### config.mk
export PLATFORM = sky130hd
export DESIGN_NAME = array_fill_engine
export DESIGN_NICKNAME = d
export VERILOG_FILES = /design/src/rtl/array_fill_engine.sv
export SDC_FILE = /design/constraint.sdc
export NUM_CORES = 1
export LEC_CHECK = 0
export BUFFER_PORTS_ARGS = -buffer_cell sky130_fd_sc_hd__clkbuf_2
export CORE_UTILIZATION = 50
export CTS_CLUSTER_SIZE = 30
export DETAILED_ROUTE_END_ITERATION = 6
export PLACE_DENSITY = 0.77
export SYNTH_ARGS = -nofsm -noshare
export SYNTH_HDL_FRONTEND = slang
export SYNTH_SLANG_ARGS = --single-unit
### constraint.sdc
create_clock -name clk -period 1.9 [get_ports clk]
set_clock_uncertainty 0.05 [all_clocks]
set_input_delay 0.19 -clock clk [delete_from_list [all_inputs] [get_ports clk]]
set_output_delay 0.19 -clock clk [all_outputs]
set_load 0.01 [all_outputs]
### src/rtl/array_fill_engine.sv
// Memory fill engine: writes a generated pattern over DEPTH words,
// with optional read-back compare and early abort.
module array_fill_engine #(
  parameter int ADDR_W = 8,
  parameter int DATA_W = 8,
  parameter int DEPTH  = 256
) (
  input  logic              clk,
  input  logic              nreset,
  input  logic              start,
  input  logic [1:0]        mode,
  input  logic [DATA_W-1:0] fill_value,
  input  logic [DATA_W-1:0] step,
  input  logic              verify,
  input  logic              abort,
  output logic              finish,
  output logic              busy,
  output logic              error,
  output logic [ADDR_W-1:0] err_addr,
  output logic              aborted,
  output logic              wr_start,
  output logic [ADDR_W-1:0] addr_out,
  output logic [DATA_W-1:0] wr_data_out,
  input  logic              wr_done,
  output logic              rd_start,
  input  logic              rd_done,
  input  logic [DATA_W-1:0] rd_data_in
);

  typedef enum logic [2:0] {
    S_IDLE,
    S_WRITE,
    S_WR_WAIT,
    S_READ,
    S_RD_WAIT,
    S_DONE
  } state_t;

  localparam logic [ADDR_W-1:0] LAST_I = ADDR_W'(DEPTH - 1);
  localparam logic [DATA_W-1:0] LAST_D = DATA_W'(DEPTH - 1);

  state_t            state_q;
  logic [1:0]        mode_q;
  logic [DATA_W-1:0] fill_q;
  logic [DATA_W-1:0] step_q;
  logic              verify_q;
  logic              abort_q;
  logic              finish_q;
  logic              busy_q;
  logic              error_q;
  logic [ADDR_W-1:0] err_addr_q;
  logic              aborted_q;
  logic              wr_start_q;
  logic              rd_start_q;
  logic [ADDR_W-1:0] addr_q;
  logic [DATA_W-1:0] wr_data_q;

  logic [ADDR_W-1:0] addr_d;
  logic [DATA_W-1:0] data0;
  logic [DATA_W-1:0] data_d;
  logic              abort_now;
  logic              wr_adv;
  logic              rd_adv;
  logic              adv;
  logic              stop;
  logic              mism;

  always_comb begin
    addr_d = addr_q + ADDR_W'(1);
    data0  = '0;
    case (mode)
      2'b00: data0 = '0;
      2'b01: data0 = fill_value;
      2'b10: data0 = fill_value;
      2'b11: data0 = LAST_D;
      default: data0 = '0;
    endcase
    data_d = '0;
    case (mode_q)
      2'b00: data_d = DATA_W'(addr_d);
      2'b01: data_d = fill_q;
      2'b10: data_d = wr_data_q + step_q;
      2'b11: data_d = LAST_D - DATA_W'(addr_d);
      default: data_d = '0;
    endcase
  end

  // A pending abort skips the read-back so no new request is issued.
  assign abort_now = abort_q | abort;
  assign mism      = rd_data_in != wr_data_q;
  assign wr_adv    = (state_q == S_WR_WAIT) && wr_done &&
                     !(verify_q && !abort_now);
  assign rd_adv    = (state_q == S_RD_WAIT) && rd_done;
  assign adv       = wr_adv | rd_adv;
  assign stop      = (addr_q == LAST_I) | abort_now;

  always_ff @(posedge clk or negedge nreset) begin
    if (!nreset) begin
      state_q    <= S_IDLE;
      mode_q     <= '0;
      fill_q     <= '0;
      step_q     <= '0;
      verify_q   <= 1'b0;
      abort_q    <= 1'b0;
      finish_q   <= 1'b0;
      busy_q     <= 1'b0;
      error_q    <= 1'b0;
      err_addr_q <= '0;
      aborted_q  <= 1'b0;
      wr_start_q <= 1'b0;
      rd_start_q <= 1'b0;
      addr_q     <= '0;
      wr_data_q  <= '0;
    end else begin
      wr_start_q <= 1'b0;
      rd_start_q <= 1'b0;
      finish_q   <= 1'b0;
      if (state_q != S_IDLE && abort) abort_q <= 1'b1;
      unique case (state_q)
        S_IDLE: begin
          if (start) begin
            mode_q     <= mode;
            fill_q     <= fill_value;
            step_q     <= step;
            verify_q   <= verify;
            abort_q    <= 1'b0;
            error_q    <= 1'b0;
            err_addr_q <= '0;
            aborted_q  <= 1'b0;
            addr_q     <= '0;
            wr_data_q  <= data0;
            busy_q     <= 1'b1;
            wr_start_q <= 1'b1;
            state_q    <= S_WRITE;
          end
        end
        S_WRITE: state_q <= S_WR_WAIT;
        S_WR_WAIT: begin
          if (wr_done && verify_q && !abort_now) begin
            rd_start_q <= 1'b1;
            state_q    <= S_READ;
          end
        end
        S_READ: state_q <= S_RD_WAIT;
        S_RD_WAIT: begin
          if (rd_done && mism && !error_q) begin
            error_q    <= 1'b1;
            err_addr_q <= addr_q;
          end
        end
        S_DONE: begin
          busy_q  <= 1'b0;
          state_q <= S_IDLE;
        end
        default: state_q <= S_IDLE;
      endcase
      if (adv) begin
        if (stop) begin
          finish_q  <= 1'b1;
          aborted_q <= abort_now;
          state_q   <= S_DONE;
        end else begin
          addr_q     <= addr_d;
          wr_data_q  <= data_d;
          wr_start_q <= 1'b1;
          state_q    <= S_WRITE;
        end
      end
    end
  end

  assign finish      = finish_q;
  assign busy        = busy_q;
  assign error       = error_q;
  assign err_addr    = err_addr_q;
  assign aborted     = aborted_q;
  assign wr_start    = wr_start_q;
  assign rd_start    = rd_start_q;
  assign addr_out    = addr_q;
  assign wr_data_out = wr_data_q;

endmodule
Word-level counts from Yosys, hierarchy flattened
Cells that the tools add are included.

Add/sub/neg operators: 3. Reduce and logical (&&, ||, !) cells: 23. Bitwise logic cells: 3. Equal/unequal tests: 18. Muxes and demuxes: 38.

Operators with widths (number): $mux 8 (10); $pmux 8 s4 (1); $pmux 8 s3 (1); $mux 1 (18); $pmux 8 s2 (1); $pmux 3 s5 (1); $mux 3 (4); $logic_and 1x1->1 (9); $add 8x1->8 const B (1); $add 8x8->8 (1); $eq 2x2->1 const B (4); $eq 8x8->1 const B (1); $ne 8x8->1 (1); $sub 8x8->8 const A (1); $eq 3x2->1 const B (2); $eq 3x3->1 const B (2); $reduce_and 3->1 (2); $eq 2x1->1 const B (2); $logic_not 2->1 (2); $ne 2x2->1 const B (2); $pmux 1 s2 (2); $reduce_and 2->1 (2); $reduce_bool 2->1 (2); $eq 3x1->1 const B (1); 8 further kinds (12).

Bits of input ports: 33. Output and inout bits: 30. Flip-flop bits (word level): 53. Logic and storage cells: 100.

Longest topological paths before layout
Depth in word-level cells: 8. Mapped depth: 8. Gate-level depth less buffers: 7.

Worst setup path before layout
OpenSTA, ideal clock, no wires.

Kind: reg2reg. From: reg addr_q[0], in the netlist addr_out[0]. To: reg wr_data_q[7], in the netlist wr_data_out[7]. Data required time: 1.731 ns. Arrival time: 1.852 ns. Stages on the path, launching flop included: 9. Path slack: -0.121 ns. Cell sequence: dfrtp_1 ha_1 nand3_1 o41ai_2 or2_1 buf_6 buf_6 o311ai_1 o21a_1.

Word-level cells in the longest chain between the ends: 5. Elaborated cells between the ends (all ways): 7. Those cells by class: 2 x add/sub; 1 x eq/ne; 3 x mux; 1 x bitwise.

Ends and longest elaborated chain: from (decl) (RTL line 55) `logic [ADDR_W-1:0] addr_q;`; from (signal assigned) (RTL line 163) `addr_q <= addr_d;`; $add 8x1->8 (RTL line 69) `addr_d = addr_q + ADDR_W'(1);`; $sub 8x8->8 (RTL line 83) `2'b11: data_d = LAST_D - DATA_W'(addr_d);`; $pmux 8 s4 (RTL line 79) `case (mode_q)`; $mux 8 * (RTL line 158) `if (stop) begin`; $mux 8 * (RTL line 157) `if (adv) begin`; to (signal assigned) (RTL line 131) `wr_data_q <= data0;`; to (signal assigned) (RTL line 164) `wr_data_q <= data_d;`; to (decl) (RTL line 56) `logic [DATA_W-1:0] wr_data_q;`.

Mark *: on every way between the ends. The rest lies on a longest branch, timed or not. A chain may end at the register's enable or synchronous reset.

Worst setup path after layout
From: reg wr_data_q[0], in the netlist wr_data_out[0]. To: reg wr_data_q[4], in the netlist wr_data_out[4].

Word-level cells in the longest chain between the ends: 4.

Ends and longest elaborated chain: $add 8x8->8 (RTL line 82) `2'b10: data_d = wr_data_q + step_q;`; $pmux 8 s4 (RTL line 79); $mux 8 (RTL line 158); $mux 8 (RTL line 157).

Every way passes these cells.

==> run_results.csv <==
group,metric,value,unit
run_status,outcome,"finished, violations left",
run_status,violations,"design-rule violations",
drt,drt_iter0_markers,210,
critical_path,r2r_slack,0.04,ns
critical_path,cp_max_fo,3,
critical_path,cp_slowest_stage_delay,0.40,ns
synth,ys_types,50,
synth,syn-num-nets,363,
layout,area_delta_synth_final,27.6,%
drt,drt_first_pass_iters,6,
cts,cts_tree,"done",
sta,rsz0062_at_grt,"true",
drt,via_per_inst,5.73,
drt,drc,1,
critical_path,critical_path_class,"flip-flop to flip-flop",
synth,netlist_area,0.00304,mm²
cts,ctsHtreeMaxLevel,2,
synth,synth_seq_area_share,43.6,%
synth,ys_warn_count,0,
synth,synth_cells,319,
critical_path,path_delay_family,"adder cells",
sta,holdWs,0.0531,ns
synth,ys.flop_type,"dfrtp_1",
place,dpl.hpwl,5.58,mm
grt,first_global_vias,2535,
die,die_w,80.0,µm
sta,post-route-period-util,97.7,%
die,start_util,51.7,%
drt,wl_met3,561,µm
synth,synth_edf_count,0,
power_and_ir_drop,swShare,40.0,%
power_and_ir_drop,p_leak,1.78,nW
critical_path,cp-start-kind,"flip-flop",
run,drv_cap,0,
grt,grt_overflow_total,0,
cts,root_buffer,"clkbuf_8",
cts,cts.sinks,53,
critical_path,slowest_stage,"fa_2",
sta,period_needed,1.86,ns
grt,grt_first_pass_wirelength,12.0,mm
grt,gr-usage-all-layers,24.4,%
synth,yosysTopAreaCell,"dfrtp_1",
place,port_buffers,62,
power_and_ir_drop,irDropWorstVdd,697,µV
cts,clkSlewWorstSetupHoldPaths,0.09,ns
critical_path,cp-end-kind,"flip-flop",
die,die_area,0.00640,mm²
synth,synth_common_cells,"dfrtp_1, o21ai_0, a21oi_1, nand3_1, mux2_2",
layout,drive_gt1_share,35.8,%
synth,yosysTopAreaCellShare,43.6,%
power_and_ir_drop,comb_power_share,52.7,%
die,pin_count,63,
place,dpl.cell_count,470,
cts,insertion_delay,0.32,ns
critical_path,crit_path_cell_trace,"ha_2 -> fa_2 -> a21o_1 -> a211oi_2 -> nor2_1 -> nor3_2 -> o22ai_1",
sta,tightest_slew,0.683,ns
hold_path,hp-class,"primary input to flip-flop",
power_and_ir_drop,p_seq_share,33.4,%
critical_path,required,2.05,ns
sta,clock.fmax,539,MHz
place,globalplace.congestion,0.890,
cts,cts_max_path_buffers,2,
grt,antenna_found_initial,0,
drt,met2WireLength,3.51,mm
critical_path,cp.arrival,2.01,ns
die,rows,28,
layout,nets,448,
synth,ys_async_sr_fraction,100,%
power_and_ir_drop,p_per_area,1440,mW/mm²
grt,grt_max_degree,35,
drt,antenna_left,0,
power_and_ir_drop,intPower,3.36,mW
sta,setup_violations,0,
power_and_ir_drop,p_sw,2.24,mW
power_and_ir_drop,clockPowerShare,13.9,%
layout,antenna_cells,0,
die,dieHeight,80.0,µm
critical_path,crit_buf_inv,0,
drt,highest_layer,"met4",
synth,synth_seq_cells,53,
synth,synth.most_common_cell,"dfrtp_1",
synth,synthTopCellsByArea,"dfrtp_1, mux2_2, ha_1, xnor2_1, o21ai_0",
drt,wl,7.59,mm
cts,cts_made_buffers,5,
sta,slew_headroom,54.5,%
sta,final-max-slew-violation-count,0,
synth,syn_area_per_cell,9.54,µm²
drt,wl_per_cell,15.8,µm
drt,drt-met1-wl,3.38,mm
drt,dr_total_vias,2750,
die,core_area,0.00589,mm²
sta,finalHoldViolCount,0,
layout,stdcell_count,480,
## path summary, 6_finish.rpt
kind	startpoint	to	depth (start not counted)
setup / recovery	wr_data_out[0]	wr_data_out[4]	7
hold / removal	verify	verify_q	2
setup reg to reg	wr_data_out[0]	wr_data_out[4]	7
hold reg to reg	err_addr[3]	err_addr[3]	2
max in group asynchronous	nreset	state_q[1]	3
min in group asynchronous	nreset	error	2
## repair_timing
action	4_1_cts	5_1_grt
gates resized for setup	2	20
endpoints found under the setup margin	3	11
hold endpoints to repair	23	0
hold buffers	1	0
gates cloned	0	0
setup buffers	0	1
pin swaps	1	5
## worst reg2reg max path, cell delays in order (launching register included)
cell      delay (ns)
dfrtp_1         0.39
ha_2            0.20
fa_2            0.40
a21o_1          0.21
a211oi_2        0.20
nor2_1          0.08
nor3_2          0.11
o22ai_1         0.10
## routing by layer
layer  track usage, %  vias to the layer above
li1                 -                     1329
met2             39.2                       98
met5                0                        -
met3             4.34                       14
met4             6.43                        0
met1             33.9                     1309
## cell type report
type | count | area (µm²)
Sequential cell | 53 | 1330
Clock inverter | 2 | 38.8
Multi-Input combinational cell | 233 | 1680
Tap cell | 75 | 93.8
Clock buffer | 6 | 72.6
Fill cell | 483 | 2000
Inverter | 15 | 56.3
Timing Repair Buffer | 96 | 609
## state kept, by name (all words and copies together), names as in the netlist
name	flops
mode_q	2
err_addr	8
step_q	8
addr_out	8
wr_start	1
abort_q	1
wr_data_out	8
aborted	1
rd_start	1
busy	1
error	1
state_q	3
finish	1
verify_q	1
fill_q	8
## cells in the final DEF, fill, tap and decap left out, types with 3 or more instances in the layout
cell,synthesis,layout
o21ai_0,24,22
or3_1,5,5
nor2_1,12,11
o22ai_1,3,3
dfrtp_2,0,4
nand2b_1,5,5
buf_12,0,3
a21oi_1,23,23
a211oi_2,0,3
clkbuf_2,0,62
nor2b_1,5,5
nand2_1,16,16
a31oi_1,6,5
a211oi_1,9,6
mux2i_1,5,5
buf_4,0,29
mux2_2,17,17
o21ai_1,8,9
nand3_1,19,18
nor3b_1,3,3
ha_1,10,5
inv_1,15,15
nor3_1,9,8
a21o_1,8,8
ha_2,0,3
clkbuf_8,0,5
xnor2_1,14,14
dfrtp_1,53,49
## stage by stage
step           worst slack (ns)  instance area [µm²]  utilization [%]  total power, mW  TNS, ns
6_report                 0.0443                 3880             66.0             5.60        0
4_1_cts                 0.00444                 3790             64.3             5.40        0
3_3_place_gp             0.0511                 3660             62.2             4.51        0
2_1_floorplan            0.0198                 3060                -             3.64        0
5_1_grt                 -0.0427                 3880             66.0             5.98  -0.0471
3_5_place_dp          0.0000600                 3660             62.2             4.59        0
## cell families after synthesis
| kind of cell | after synthesis | synth area share, % |
|---|---|---|
| buffers and inverters | 33 | 4.61 |
| xor gates and xnor gates | 15 | 4.32 |
| and+or+nand+nor | 87 | 14.9 |
| DFF | 53 | 43.6 |
| AOI/OAI and AO/OA | 98 | 19.9 |
| muxes | 22 | 7.94 |
| adders and majority gates | 11 | 4.77 |
## power groups by stage
stage	Clock, mW	Combinational, mW	Sequential, mW
2_1_floorplan	0	1.79	1.85
3_3_place_gp	0	2.66	1.85
3_5_place_dp	0	2.72	1.87
4_1_cts	0.794	2.76	1.85
5_1_grt	0.832	3.22	1.92
6_report	0.780	2.95	1.87
No activity file was read; power rests on OpenSTA's default activity.
